### src/rtl/mopshub_test_sequencer.sv
// MOPSHUB bench test sequencer: walks buses and ADC channels, emits 76-bit request
// frames and scores the frames the hub returns (RX, TX and back-to-back advanced tests).
module mopshub_test_sequencer #(
    parameter int N_ADC      = 32,
    parameter int TIMEOUT    = 4096,
    parameter int ADV_REPEAT = 4
) (
    input  logic        clk_i,
    input  logic        rst_n_i,
    input  logic [4:0]  n_buses_i,
    input  logic        sel_bus_i,
    input  logic [4:0]  bus_cnt_i,
    input  logic        sign_on_sig_i,
    input  logic        test_rx_i,
    input  logic        test_tx_i,
    input  logic        test_advanced_i,
    input  logic        rec_valid_i,
    input  logic [75:0] data_rec_uplink_i,
    input  logic [4:0]  can_rec_select_i,
    input  logic        tra_valid_i,
    input  logic [75:0] data_tra_downlink_i,
    input  logic [4:0]  can_tra_select_i,
    output logic [75:0] bus_dec_data_o,
    output logic        gen_valid_o,
    output logic [7:0]  bus_id_o,
    output logic [4:0]  adc_ch_o,
    output logic        test_rx_start_o,
    output logic        test_rx_end_o,
    output logic        test_tx_start_o,
    output logic        test_tx_end_o,
    output logic        test_advanced_end_o,
    output logic [15:0] err_cnt_o
);

    localparam int            TMR_W    = $clog2(TIMEOUT + 1);
    localparam logic [TMR_W-1:0] TMR_LAST = TMR_W'(TIMEOUT - 1);
    localparam logic [4:0]    ADC_LAST = 5'(N_ADC - 1);
    localparam logic [4:0]    ADV_LAST = 5'(ADV_REPEAT - 1);

    typedef enum logic [2:0] {S_IDLE, S_START, S_SEND, S_WAIT, S_NEXT, S_DONE} state_t;
    typedef enum logic [1:0] {T_RX, T_TX, T_ADV} test_t;

    state_t            state_q, state_d;
    test_t             test_q, test_d;
    logic              signed_q, signed_d;
    logic              end_sent_q, end_sent_d;
    logic [4:0]        bus_q, bus_d;
    logic [4:0]        adc_q, adc_d;
    logic [4:0]        rcv_q, rcv_d;
    logic [TMR_W-1:0]  tmr_q, tmr_d;
    logic [15:0]       err_q, err_d;

    logic [75:0]       cur_frame;
    logic [75:0]       exp_reply;
    logic [4:0]        exp_ch;
    logic              rx_hit, tx_hit, rx_ok, tx_ok, req_active, last_bus;
    logic              unused_rx_lsb;

    function automatic logic [75:0] make_frame(input logic [4:0] bus, input logic [4:0] ch);
        return {3'b000, bus, 12'h600 + {7'b0, bus}, 8'h40, 16'h2400, 3'b000, ch, 24'h0};
    endfunction

    function automatic logic [75:0] make_reply(input logic [4:0] bus, input logic [4:0] ch);
        return {3'b000, bus, 12'h580 + {7'b0, bus}, 8'h43, 16'h2400, 3'b000, ch, 24'h0};
    endfunction

    function automatic logic [15:0] sat_inc(input logic [15:0] v);
        return (v == 16'hFFFF) ? v : v + 16'd1;
    endfunction

    // Advanced replies arrive in send order, so they are matched against the receive index.
    assign exp_ch     = (test_q == T_ADV) ? rcv_q : adc_q;
    assign cur_frame  = make_frame(bus_q, adc_q);
    assign exp_reply  = make_reply(bus_q, exp_ch);
    assign rx_hit     = rec_valid_i && (can_rec_select_i == bus_q);
    assign tx_hit     = tra_valid_i && (can_tra_select_i == bus_q);
    assign rx_ok      = (data_rec_uplink_i[75:24] == exp_reply[75:24]);
    assign tx_ok      = (data_tra_downlink_i == cur_frame);
    assign last_bus   = sel_bus_i || (bus_q == n_buses_i);
    assign unused_rx_lsb = ^data_rec_uplink_i[23:0];

    always_comb begin
        case (test_q)
            T_RX:    req_active = test_rx_i;
            T_TX:    req_active = test_tx_i;
            default: req_active = test_advanced_i;
        endcase
    end

    assign gen_valid_o    = (state_q == S_SEND);
    assign bus_dec_data_o = gen_valid_o ? cur_frame : 76'h0;
    assign bus_id_o       = {3'b000, bus_q};
    assign adc_ch_o       = adc_q;
    assign err_cnt_o      = err_q;

    always_comb begin
        state_d             = state_q;
        test_d              = test_q;
        signed_d            = signed_q | sign_on_sig_i;
        end_sent_d          = end_sent_q;
        bus_d               = bus_q;
        adc_d               = adc_q;
        rcv_d               = rcv_q;
        tmr_d               = tmr_q;
        err_d               = err_q;
        test_rx_start_o     = 1'b0;
        test_rx_end_o       = 1'b0;
        test_tx_start_o     = 1'b0;
        test_tx_end_o       = 1'b0;
        test_advanced_end_o = 1'b0;

        case (state_q)
            S_IDLE: begin
                if ((signed_q || sign_on_sig_i) && (test_rx_i || test_tx_i || test_advanced_i)) begin
                    test_d  = test_rx_i ? T_RX : (test_tx_i ? T_TX : T_ADV);
                    state_d = S_START;
                end
            end
            S_START: begin
                test_rx_start_o = (test_q == T_RX);
                test_tx_start_o = (test_q == T_TX);
                bus_d   = sel_bus_i ? bus_cnt_i : 5'd0;
                adc_d   = 5'd0;
                state_d = S_SEND;
            end
            S_SEND: begin
                tmr_d = '0;
                rcv_d = 5'd0;
                if (test_q == T_ADV && adc_q != ADV_LAST) begin
                    adc_d = adc_q + 5'd1;
                end else begin
                    state_d = S_WAIT;
                end
            end
            S_WAIT: begin
                if ((test_q == T_TX) ? tx_hit : rx_hit) begin
                    if (!((test_q == T_TX) ? tx_ok : rx_ok)) begin
                        err_d = sat_inc(err_q);
                    end
                    tmr_d = '0;
                    if (test_q == T_ADV && rcv_q != ADV_LAST) begin
                        rcv_d = rcv_q + 5'd1;
                    end else begin
                        state_d = S_NEXT;
                    end
                end else if (tmr_q == TMR_LAST) begin
                    err_d   = sat_inc(err_q);
                    state_d = S_NEXT;
                end else begin
                    tmr_d = tmr_q + 1'b1;
                end
            end
            S_NEXT: begin
                if (test_q == T_RX && adc_q != ADC_LAST) begin
                    adc_d   = adc_q + 5'd1;
                    state_d = S_SEND;
                end else begin
                    adc_d = 5'd0;
                    if (last_bus) begin
                        end_sent_d = 1'b0;
                        state_d    = S_DONE;
                    end else begin
                        bus_d   = bus_q + 5'd1;
                        state_d = S_SEND;
                    end
                end
            end
            S_DONE: begin
                if (!end_sent_q) begin
                    test_rx_end_o       = (test_q == T_RX);
                    test_tx_end_o       = (test_q == T_TX);
                    test_advanced_end_o = (test_q == T_ADV);
                    end_sent_d          = 1'b1;
                end
                // Holding here until the request falls keeps a still-high level from restarting the test.
                if (!req_active) begin
                    state_d = S_IDLE;
                end
            end
            default: state_d = S_IDLE;
        endcase
    end

    always_ff @(posedge clk_i or negedge rst_n_i) begin
        if (!rst_n_i) begin
            state_q    <= S_IDLE;
            test_q     <= T_RX;
            signed_q   <= 1'b0;
            end_sent_q <= 1'b0;
            bus_q      <= 5'd0;
            adc_q      <= 5'd0;
            rcv_q      <= 5'd0;
            tmr_q      <= '0;
            err_q      <= 16'd0;
        end else begin
            state_q    <= state_d;
            test_q     <= test_d;
            signed_q   <= signed_d;
            end_sent_q <= end_sent_d;
            bus_q      <= bus_d;
            adc_q      <= adc_d;
            rcv_q      <= rcv_d;
            tmr_q      <= tmr_d;
            err_q      <= err_d;
        end
    end

endmodule

### config.mk
export PLATFORM = sky130hd
export DESIGN_NAME = mopshub_test_sequencer
export DESIGN_NICKNAME = d
export VERILOG_FILES = /design/src/rtl/mopshub_test_sequencer.sv
export SDC_FILE = /design/constraint.sdc
export NUM_CORES = 1
export LEC_CHECK = 0
export BUFFER_PORTS_ARGS = -buffer_cell sky130_fd_sc_hd__buf_2
export CAP_MARGIN = 20
export CELL_PAD_IN_SITES_DETAIL_PLACEMENT = 0
export CELL_PAD_IN_SITES_GLOBAL_PLACEMENT = 2
export CORE_ASPECT_RATIO = 0.6
export CORE_MARGIN = 2
export CORE_UTILIZATION = 24
export DETAILED_ROUTE_END_ITERATION = 10
export PLACE_DENSITY_LB_ADDON = 0.1
export SLEW_MARGIN = 20
export SYNTH_ARGS = -nofsm -noshare
export SYNTH_HDL_FRONTEND = slang
export SYNTH_SLANG_ARGS = --single-unit
### constraint.sdc
create_clock -name clk_i -period 3.4 [get_ports clk_i]
set_input_delay 0.34 -clock clk_i [delete_from_list [all_inputs] [get_ports clk_i]]
set_output_delay 0.34 -clock clk_i [all_outputs]
set_load 0.05 [all_outputs]
Word level (Yosys, flattened, before mapping):

Index checks and enable logic that the tools add are counted.

* bitwise logic cells: 1
* equality and inequality tests: 30
* mux-type cells: 44
* add/subtract/negate cells: 7
* reductions and logical operators: 25

Operator list (number)
* 76-bit by 73-bit == test with 1-bit output: 1
* 73-bit 2-to-1 mux: 1
* 16-bit 2-to-1 mux: 4
* 52-bit by 49-bit == test with 1-bit output: 1
* 5-bit 2-to-1 mux: 8
* 13-bit 2-to-1 mux: 2
* 13-bit one-hot mux with 2 select lines: 1
* 11-bit by 5-bit adder with 12-bit output (first input constant): 2
* 3-bit 2-to-1 mux: 8
* 5-bit one-hot mux with 2 select lines: 2
* 2-bit inequality test (second input constant): 9
* 3-bit one-hot mux with 6 select lines: 1
* 16-bit by 1-bit adder with 16-bit output (second input constant): 1
* 16-bit == test (second input constant): 1
* 5-bit by 1-bit adder with 5-bit output (second input constant): 3
* 5-bit == test: 3
* 5-bit one-hot mux with 3 select lines: 1
* 13-bit by 1-bit adder with 13-bit output (second input constant): 1
* 13-bit by 12-bit == test with 1-bit output (second input constant): 1
* 1-bit 2-to-1 mux: 12
* 3-bit AND reduction: 4
* 5-bit by 2-bit inequality test with 1-bit output (second input constant): 2
* 3-bit inequality test (second input constant): 3
* 2-bit nonzero test: 4
* 17 further kinds: 31

* bits of input ports: 181
* logic and storage cells: 116
* output and inout port bits: 111
* register bits: 51

Longest topological paths before layout:

Gate-level depths: netlist of the first run.

* depth in word-level cells: 6
* mapped depth: 10
* mapped depth without buffers: 9

Worst setup path after synthesis of the first run:

No wires, ideal clock.

* path type: register -> output
* start point: register state_q[2]
* end point: output bus_dec_data_o[70]
* arrival: 2.546 ns
* cell stages (with the launch flop): 7
* required time: 3.060 ns
* path slack: 0.514 ns
* cells stage by stage: dfrtp_1 -> clkbuf_1 -> nand2b_1 -> nor2_1 -> clkbuf_1 -> and2_1 -> buf_4

* word-level cells in the longest chain between the ends: 2

Ends and longest elaborated chain
* start, declared: line 43 `state_t state_q, state_d;`
* start signal, assigned: line 196 `state_q <= state_d;`
* 3-bit by 2-bit == test with 1-bit output: line 90 `assign gen_valid_o = (state_q == S_SEND);`
* via gen_valid_o: line 24 `output logic gen_valid_o,`
* 73-bit 2-to-1 mux: line 91 `assign bus_dec_data_o = gen_valid_o ? cur_frame : 76'h0;`
* end, declared: line 23 `output logic [75:0] bus_dec_data_o,`

The timed path passes the listed nets, and every way through them passes these cells.

Worst setup path after layout of the first run:

* start point: register bus_q[4]
* end point: register err_q[1] (netlist: err_cnt_o[1])

* word-level cells in the longest chain between the ends: 5

Ends and longest elaborated chain
* start, declared: line 47 `logic [4:0] bus_q, bus_d;`
* start signal, assigned: line 200 `bus_q <= bus_d;`
* 11-bit by 5-bit adder with 12-bit output (tied with other cells): line 60 `return {3'b000, bus, 12'h600 + {7'b0, bus}, 8'h40, 16'h2400, 3'b000, ch, 24'h0};`
* 76-bit by 73-bit == test with 1-bit output (tied with other cells): line 78 `assign tx_ok = (data_tra_downlink_i == cur_frame);`
* 1-bit 2-to-1 mux, on equally long branches: line 137, 136
* 2-bit inequality test (no source line) / 2-bit nonzero test (equally long branches)
* 3-bit AND reduction (no source line)
* end signal, assigned: line 204 `err_q <= err_d;`
* end, declared: line 51 `logic [15:0] err_q, err_d;`

Several ways; a longest one is shown, not always the timed one.
A chain may end at the register's enable or synchronous reset.

==> summary.txt, run 1 <==
Critical path
  • Critical-path top delay cell: or4_1
  • CP startpoint kind: flop
  • Worst Setup End Kind: flop
  • Worst-path fanout max: 15
  • CP required: roughly 3600 ps
  • Critical path cell sequence: nor3_1 > o22ai_1 > or4_1 > nor4_1 > a311o_2 > a21oi_4 > mux2_4
  • Crit path DAT: about 2900 ps
  • Slowest stage delay, CP: about 610 ps
  • Crit Path Class: flop to flop

Die
  • Core area: 17,200 um2
  • Die area: 18,700 um2
  • Die W: approximately 180 um
  • Die H: about 110 um
  • Row count: 37
  • Initial core utilization: between 20% and 30%
  • Ports: 292

Place
  • Pre-CTS WS: 567 ps
  • Post-DP Area: between 5000 and 6000 um2
  • GPL Wtd Cong: between 0.8 and 0.9
  • Port Buffers: 208
  • Final HPWL DP: 11.6 mm

STA
  • Post-route setup TNS: 0 ps
  • Max Clk Rate: ~360 MHz
  • Worst Skew: around 13 ps
  • Slew headroom: roughly 45%
  • Slew at the pin closest to its max-slew limit: around 830 ps
  • Max-slew violation count: 0
  • Tmin final: ~2700 ps
  • Setup-failing EPs final: 0
  • Final hold vios: 0
  • Setup ws final: ~650 ps
  • RSZ-0062 raised after global routing: false
  • Tcrit/Tclk final: 80.7%

Final layout
  • N_diodes: 0
  • Nets: 871
  • Fin area: roughly 5400 um2
  • Layout cell share with drive strength beyond 1: a little over a third
  • Fill cells: 1,884
  • Final Core Density: a little under a third
  • Area grow syn2layout: 27.1%

Detailed routing
  • Final antenna-violating net count: 0
  • Detailed Routing Iterations Pass 1: 5
  • Detailed Route WL: 14.3 mm
  • DRC: 0
  • Starting DRT DRC Count: 186
  • Via count: 4,127
  • Vias/cell: about 4.5
  • Drt wl/cell: between 15 and 20 um

Synthesis
  • Count leader, synth: buf_4
  • Cell Area, Synth: approximately 4200 um2
  • Yosys cell types: 60
  • Post-synth EDFFs: 0
  • Post-synthesis async set-or-reset flop share: 100%
  • Synth Instances: between 400 and 500
  • Most frequent cells after synthesis: buf_4, dfrtp_1, nand2_1
  • Yosys warns: 0
  • Synth Flop Type: dfrtp_1
  • Yosys top cell by area: dfrtp_1
  • Area share of the largest cell type after synthesis: a little under a third
  • Post-synthesis sequential area ratio: a little under a third
  • Area contributors post-synth: dfrtp_1, buf_4, xor2_1
  • Syn Area/Cell: between 8 and 9 um2
  • Yosys reg bits: 51

Clocking
  • Post-CTS sizing: 0
  • CTS clk-pin slew, worst paths: ~80 ps
  • Clk_lat worst skew: approximately 300 ps
  • H-Tree Level Count: 2
  • Inserted Clock Buffers: 5
  • CTS Sinks: between 50 and 60
  • Post-CTS Hold Buffers: 0
  • Post-CTS setup buffer count: 0
  • Clock root cell: clkbuf_16
  • Longest Clk Path Bufs: 2
  • CTS tree: yes

Global route
  • Initial antenna violation count: 0
  • Largest net degree at the start of global routing: 33
  • Global route overflow: 0
  • All-Layer GR Usage: 15.0%
  • Vias in the first global route: 3,931
  • First-pass GRT wire length: about 22 mm

Power and ir drop
  • Max IR drop VDD: ~480 uV
  • Pwr dens: approximately 620 nW/um2
  • P_leak: between 2 and 3 nW

Flow run
  • Max_cap viols: 0

Min path
  • HP Class: input port to async pin

Run status
  • Outcome: complete, no violations
==> sequential cells by signal, indices dropped and copies added (netlist names), 2 cells and up <==
| name | count |
|---|---|
| adc_ch_o | 5 |
| bus_q | 5 |
| err_cnt_o | 16 |
| rcv_q | 5 |
| state_q | 3 |
| test_q | 2 |
| tmr_q | 13 |
==> through the flow <==
step | hold slack [ps] | power [mW] | std cells
after CTS | 154 | 3.40 | 919
final | 129 | 3.35 | 919
after detailed placement | 434 | 2.84 | 911
after floorplan | 44.4 | 2.44 | 546
after global placement | 440 | 2.83 | 911
after global routing | 194 | 3.60 | 919
==> cell families after synthesis <==
logic type | count (synthesis) | share of synthesized area [%]
AOI/OAI and AO/OA | 83 | 13.9
xor gates and xnor gates | 52 | 10.8
muxes | 8 | 2.04
adders and majority gates | 6 | 1.78
buffers and inverters | 94 | 15.7
other | 1 | 0.0887
DFF | 51 | 30.2
and+or+nand+nor | 193 | 25.5
==> worst paths after layout <==
path                                      start                        end  slack (ps)  cells past startpoint
max                        bus_q[4]$_DFFE_PN0P_   err_cnt_o[1]$_DFFE_PN0P_         650                      7
min                                     rst_n_i  err_cnt_o[10]$_DFFE_PN0P_         130                      1
max reg2reg                bus_q[4]$_DFFE_PN0P_   err_cnt_o[1]$_DFFE_PN0P_         650                      7
min reg2reg                  signed_q$_DFF_PN0_         signed_q$_DFF_PN0_         450                      1
max in group asynchronous               rst_n_i     state_q[2]$_DFFE_PN0P_        2450                      2
min in group clk_i                sign_on_sig_i         signed_q$_DFF_PN0_         250                      2
==> cell type report <==
class                      instances  area (um2)  area share (%)
clock inverter                     3        26.3           0.489
clock buffer                       5         125            2.33
timing repair buffer             220        1130            21.0
sequential                        51        1280            23.7
tap                              234         293            5.45
multi-input combinational        401        2500            46.6
inverter                           5        18.8           0.349
==> where the power goes <==
group / internal, mW / switching (mW) / leakage (nW) / total [mW]
Combinational: 0.561 / 1.37 / 1.92 / 1.93
Sequential: 0.706 / 0.174 / 0.679 / 0.880
Clock: 0.281 / 0.258 / 0.0748 / 0.539
Total: 1.55 / 1.81 / 2.68 / 3.35
==> worst max-delay path, delay by kind of cell (launching register included) <==
kind	cells	cell delay [ps]
flops	1	460
simple gates	3	1200
compound gates	3	660
mux	1	320
==> placed cells by master (no fill, tap or decap), types with 18 or more instances in the layout <==
cell type  instances
nor2_1            22
conb_1            59
nor3_1            20
dfrtp_1           51
xor2_1            31
xnor2_1           21
buf_2            208
nand2_1           42
o21ai_0           18
nand4_1           18
==> routing by layer <==
layer  global-route usage (%)  share of wire (%)  up-vias
li1                         -                  -     2035
met1                     21.3                 48     1950
met2                     24.7                 46      138
met3                     2.30                5.3        4
met4                     1.49               0.43        0
met5                        0                  0        -
(Power assumes the default switching activity.)
==> inputs of run 2 (changes only) <==
Settings changed: CORE_UTILIZATION 24 to 20.
Clock period 3.4 ns to 2.5 ns, I/O delays scaled along.
==> summary.txt, run 2 (synthesis gave the netlist of run 1 again) <==
Run status
  • Outcome: complete, no violations

Detailed routing
  • Vias/cell: 4.16
  • Final antenna-violating net count: 0
  • Drt wl/cell: 15.0 um
  • Starting DRT DRC Count: approximately 200
  • Via count: ~4,200
  • DRC: 0
  • Detailed Route WL: roughly 15 mm
  • Detailed Routing Iterations Pass 1: 4

Critical path
  • Crit Path Class: flop to flop
  • WP buf/inv: 2
  • R2R Path End: err_cnt_o[1]$_DFFE_PN0P_
  • Crit path DAT: between 2000 and 3000 ps
  • Slowest stage delay, CP: a little under 600 ps
  • Critical-path top delay cell: or4_4
  • Worst Setup End Kind: flop
  • CP startpoint kind: flop
  • Flop2flop setup slack: 100 ps
  • Reg2reg path depth: 9
  • Worst-path fanout max: 15
  • Worst r2r src: bus_q[1]$_DFFE_PN0P_
  • CP required: about 2700 ps
  • Critical path cell sequence: buf_4 > nor3_2 > o22ai_1 > or4_4 > nor4_4 > a311o_2 > buf_12 > a21oi_4 > mux2_4
  • CP delay by family, top: simple AND/OR/NAND/NOR gates

Clocking
  • Clk_lat worst skew: roughly 300 ps
  • CTS Sinks: 51
  • Inserted Clock Buffers: 5
  • CTS tree: yes
  • CTS clk-pin slew, worst paths: 80 ps
  • H-Tree Level Count: 2
  • Longest Clk Path Bufs: 2
  • Post-CTS Hold Buffers: 0
  • Clock root cell: clkbuf_16

Final layout
  • Layout cell share with drive strength beyond 1: a little over two fifths
  • Largest register FFs: 16
  • Commonest non-fill, non-tap cell in the layout: buf_2
  • N_diodes: 0
  • Nets: between 900 and 1,000
  • Most frequent cells in the layout: buf_2, conb_1, buf_4
  • Fin area: between 5000 and 6000 um2
  • Area grow syn2layout: 40.2%

Power and ir drop
  • Max IR drop VDD: between 500 and 600 uV
  • Pwr dens: 846 nW/um2
  • P_leak: between 2 and 3 nW

Place
  • GPL Wtd Cong: 0.742
  • Post-DP Area: approximately 5600 um2
  • Port Buffers: about 210
  • Pre-CTS WS: -33.8 ps
  • Final HPWL DP: about 13 mm

Global route
  • Global route overflow: 0
  • Largest net degree at the start of global routing: 32
  • All-Layer GR Usage: between 10% and 20%
  • First-pass GRT wire length: about 23 mm
  • Initial antenna violation count: 0
  • Vias in the first global route: 4,077

STA
  • Max-slew violation count: 0
  • Slew headroom: 47.9%
  • Setup-failing EPs final: 0
  • Final hold vios: 0
  • Tcrit/Tclk final: 96.0%
  • Tmin final: between 2000 and 2500 ps
  • Max Clk Rate: 417 MHz
  • RSZ-0062 raised after global routing: true
  • Setup ws final: ~99 ps
  • Worst Skew: ~9.3 ps
  • Post-route setup TNS: 0 ps
  • Slew at the pin closest to its max-slew limit: ~800 ps

Die
  • Core area: between 20,000 and 25,000 um2
  • Die H: between 100 and 150 um
  • Row count: 41
  • Die W: roughly 190 um
  • Die area: approximately 22,000 um2
  • Initial core utilization: around a fifth
  • Ports: slightly below 300

Min path
  • HP Class: input port to async pin

Flow run
  • Max_cap viols: 0
[run 2: cell count changes in the layout (fill, tap and decap cells not counted), moves of 2 or more]
cell,previous run,this run
mux2i_1,6,4
clkinvlp_4,0,2
dfrtp_2,0,5
buf_12,0,2
nor4_2,2,0
a2111oi_1,4,0
buf_4,12,55
nor4_4,0,3
dfrtp_1,51,46
a2111oi_2,2,5
mux2i_2,0,2
inv_6,2,0
a2111oi_4,0,2
[run 2: repair_timing]
action | in CTS | in global routing
buffers inserted | 0 | 6
pin swaps | 0 | 6
cloned | 0 | 0
endpoints found under the setup margin | 2 | 19
resized for setup | 1 | 21
[run 2: routing by layer]
metal  share of wire [%]  GRT usage, %  routed length (um)  vias up
met5                   0             0                   0        -
met4                0.43          1.74                  65        0
met3                 4.7          2.01                 714        4
met2                  45          21.9                6800      118
met1                  50          19.3                7610     1962
li1                    -             -                   -     2120
[run 2: power breakdown]
part | internal (mW) | switching [mW]
clock network | 0.371 | 0.360
logic | 1.08 | 2.02
registers | 0.968 | 0.212
total | 2.41 | 2.60
[run 2: worst register-to-register path: cells and delay by family (launching register included)]
| family | cells | cell delay, ps |
|---|---|---|
| AOI/OAI and AO/OA | 3 | 360 |
| buffers and inverters | 2 | 310 |
| DFF | 1 | 420 |
| muxes | 1 | 300 |
| and+or+nand+nor | 3 | 910 |
[run 2: cell type report]
class / count / area (um2)
sequential: 51 / 1280
multi-input combinational: 401 / 2630
inverter: 5 / 18.8
tap: 279 / 349
timing repair buffer: 266 / 1510
clock buffer: 5 / 125
fill: 2264 / 15000
clock inverter: 3 / 20.0
[run 2: how the worst max path moves through the flow]
stage | start | to | slack, ps | cells past startpoint
5_1_grt | test_q[0]$_DFFE_PN0P_ | err_cnt_o[7]$_DFFE_PN0P_ | 0.2 | 8
3_3_place_gp | bus_q[0]$_DFFE_PN0P_ | err_cnt_o[1]$_DFFE_PN0P_ | 30 | 8
4_1_cts | test_q[1]$_DFFE_PN0P_ | err_cnt_o[7]$_DFFE_PN0P_ | 10 | 8
2_1_floorplan | state_q[2]$_DFFE_PN0P_ | bus_dec_data_o[70] | 30 | 6
3_5_place_dp | bus_q[0]$_DFFE_PN0P_ | err_cnt_o[1]$_DFFE_PN0P_ | -30 | 8
6_report | bus_q[1]$_DFFE_PN0P_ | err_cnt_o[1]$_DFFE_PN0P_ | 100 | 9
[run 2: metrics by stage]
stage	cells	total power [mW]	utilization [%]	hold slack, ps
finish	1010	5.01	28.4	18.5
global route	1010	5.38	28.4	77.3
CTS	1004	4.93	27.5	40.4
detailed placement	996	4.17	26.8	371
global placement	996	4.16	26.8	380
floorplan	546	3.32	-	-45.6
==> inputs of run 3 (changes only) <==
Settings changed: HOLD_SLACK_MARGIN set to 0.06.
==> summary.txt, run 3 (synthesis gave the netlist of run 1 again) <==
Power and ir drop
  • Final Power: approximately 5.0 mW
  • P_leak: between 2 and 3 nW
  • Max IR drop VDD: about 580 uV
  • Pwr dens: between 800 and 900 nW/um2

Min path
  • HP Class: input port to flop
  • Worst hold path depth: 2
  • Hold Startpoint: sign_on_sig_i
  • Hold endpoint: signed_q$_DFF_PN0_

Die
  • Ports: 292
  • Initial core utilization: 20.2%
  • Row count: just over 40
  • Die area: approximately 22,000 um2
  • Die H: ~120 um
  • Die W: about 190 um
  • Core area: ~21,000 um2

Critical path
  • Crit Path Class: flop to flop
  • Worst-path fanout max: 15
  • Slowest stage delay, CP: ~590 ps
  • Critical path cell sequence: buf_4 > nor3_2 > o22ai_1 > or4_4 > nor4_4 > a311o_2 > buf_12 > a21oi_4 > mux2_4
  • Worst Setup End Kind: flop
  • Critical-path top delay cell: or4_4
  • WP buf/inv: 2
  • Crit path DAT: between 2000 and 3000 ps
  • CP delay by family, top: simple AND/OR/NAND/NOR gates
  • Worst r2r src: bus_q[1]$_DFFE_PN0P_
  • CP startpoint kind: flop
  • Reg2reg path depth: 9
  • CP required: between 2000 and 3000 ps
  • Flop2flop setup slack: 100 ps
  • R2R Path End: err_cnt_o[1]$_DFFE_PN0P_

Clocking
  • Longest Clk Path Bufs: 2
  • CTS clk-pin slew, worst paths: 80 ps
  • Clock root cell: clkbuf_16
  • CTS tree: yes
  • Clk_lat worst skew: about 300 ps
  • H-Tree Level Count: 2
  • CTS Sinks: just over 50
  • Inserted Clock Buffers: 5

Detailed routing
  • Final antenna-violating net count: 0
  • Drt wl/cell: 15.0 um
  • Via count: 4,209
  • DRC: 0
  • Starting DRT DRC Count: 199
  • Vias/cell: 4.16
  • Detailed Route WL: between 15 and 20 mm
  • Detailed Routing Iterations Pass 1: 4

STA
  • Setup-failing EPs final: 0
  • Slew headroom: 47.9%
  • Max-slew violation count: 0
  • Final hold vios: 0
  • Max Clk Rate: 416 MHz
  • Tcrit/Tclk final: between 90% and 100%
  • Worst Skew: 9.16 ps
  • Post-route setup TNS: 0 ps
  • RSZ-0062 raised after global routing: true
  • Tmin final: roughly 2400 ps
  • Slew at the pin closest to its max-slew limit: 781 ps
  • Setup ws final: approximately 100 ps

Global route
  • All-Layer GR Usage: a little over an eighth
  • Global route overflow: 0
  • First-pass GRT wire length: 23.0 mm
  • Initial antenna violation count: 0
  • Vias in the first global route: 4,080
  • Largest net degree at the start of global routing: 32

Run status
  • Outcome: complete, no violations

Final layout
  • N_diodes: 0
  • Final Core Density: 28.4%
  • Most frequent cells in the layout: buf_2, conb_1, buf_4
  • Fin area: 5940 um2
  • Commonest non-fill, non-tap cell in the layout: buf_2
  • Largest register FFs: 16
  • Nets: approximately 920
  • Area grow syn2layout: 40.4%
  • Layout cell share with drive strength beyond 1: a little over two fifths
  • Fill cells: ~2,300

Flow run
  • Max_cap viols: 0

Place
  • Port Buffers: 208
  • Final HPWL DP: 12.5 mm
  • Pre-CTS WS: -33.8 ps
  • GPL Wtd Cong: roughly 0.74
  • Post-DP Area: 5600 um2
-- run 3: changes by cell type in the layout (fill, tap and decap cells not counted), sizes merged --
cell         previous run  this run
dlygate4sd3             0         1
-- run 3: metrics by stage --
step           hold WS (ps)  cells
6_report                148   1011
4_1_cts                 140   1005
3_5_place_dp            371    996
3_3_place_gp            380    996
2_1_floorplan         -45.6    546
5_1_grt                 147   1011
-- run 3: power breakdown --
group | switching (mW) | total (mW) | internal (mW)
clock | 0.360 | 0.732 | 0.371
combinational | 2.02 | 3.10 | 1.08
sequential | 0.212 | 1.18 | 0.968
-- run 3: what timing repair did --
item                                    CTS  global route
gates resized for setup                   1            21
endpoints found under the setup margin    2            19
cloned                                    0             0
pin swaps                                 0             6
setup buffers                             0             6
endpoints found under the hold margin    29             0
hold buffers                              1             0
-- run 3: per-layer routing --
metal	GRT usage [%]	vias to the layer above	routed length (um)
met3	2.01	4	695
met1	19.3	1965	7630
met4	1.74	0	65
met2	21.9	116	6800
met5	0	-	0
li1	-	2124	-
-- run 3: worst max-delay path by stage --
stage	to	depth (start not counted)	startpoint	slack (ps)
finish	err_cnt_o[1]$_DFFE_PN0P_	9	bus_q[1]$_DFFE_PN0P_	100
global route	err_cnt_o[7]$_DFFE_PN0P_	8	test_q[0]$_DFFE_PN0P_	0.2
CTS	err_cnt_o[7]$_DFFE_PN0P_	8	test_q[1]$_DFFE_PN0P_	10
detailed placement	err_cnt_o[1]$_DFFE_PN0P_	8	bus_q[0]$_DFFE_PN0P_	-30
global placement	err_cnt_o[1]$_DFFE_PN0P_	8	bus_q[0]$_DFFE_PN0P_	30
floorplan	bus_dec_data_o[70]	6	state_q[2]$_DFFE_PN0P_	30
-- run 3: worst reg2reg max path, stage by stage (launching register included) --
cell	delay, ps
dfrtp_2	420
buf_4	150
nor3_2	160
o22ai_1	110
or4_4	590
nor4_4	160
a311o_2	170
buf_12	160
a21oi_4	80
mux2_4	300
-- run 3: area by class of cell --
| class | instances | area (um2) | area share (%) |
|---|---|---|---|
| multi-input combinational | 401 | 2630 | 44.2 |
| sequential | 51 | 1280 | 21.6 |
| tap | 279 | 349 | 5.88 |
| clock inverter | 3 | 20.0 | 0.337 |
| timing repair buffer | 267 | 1520 | 25.5 |
| inverter | 5 | 18.8 | 0.316 |
| clock buffer | 5 | 125 | 2.11 |
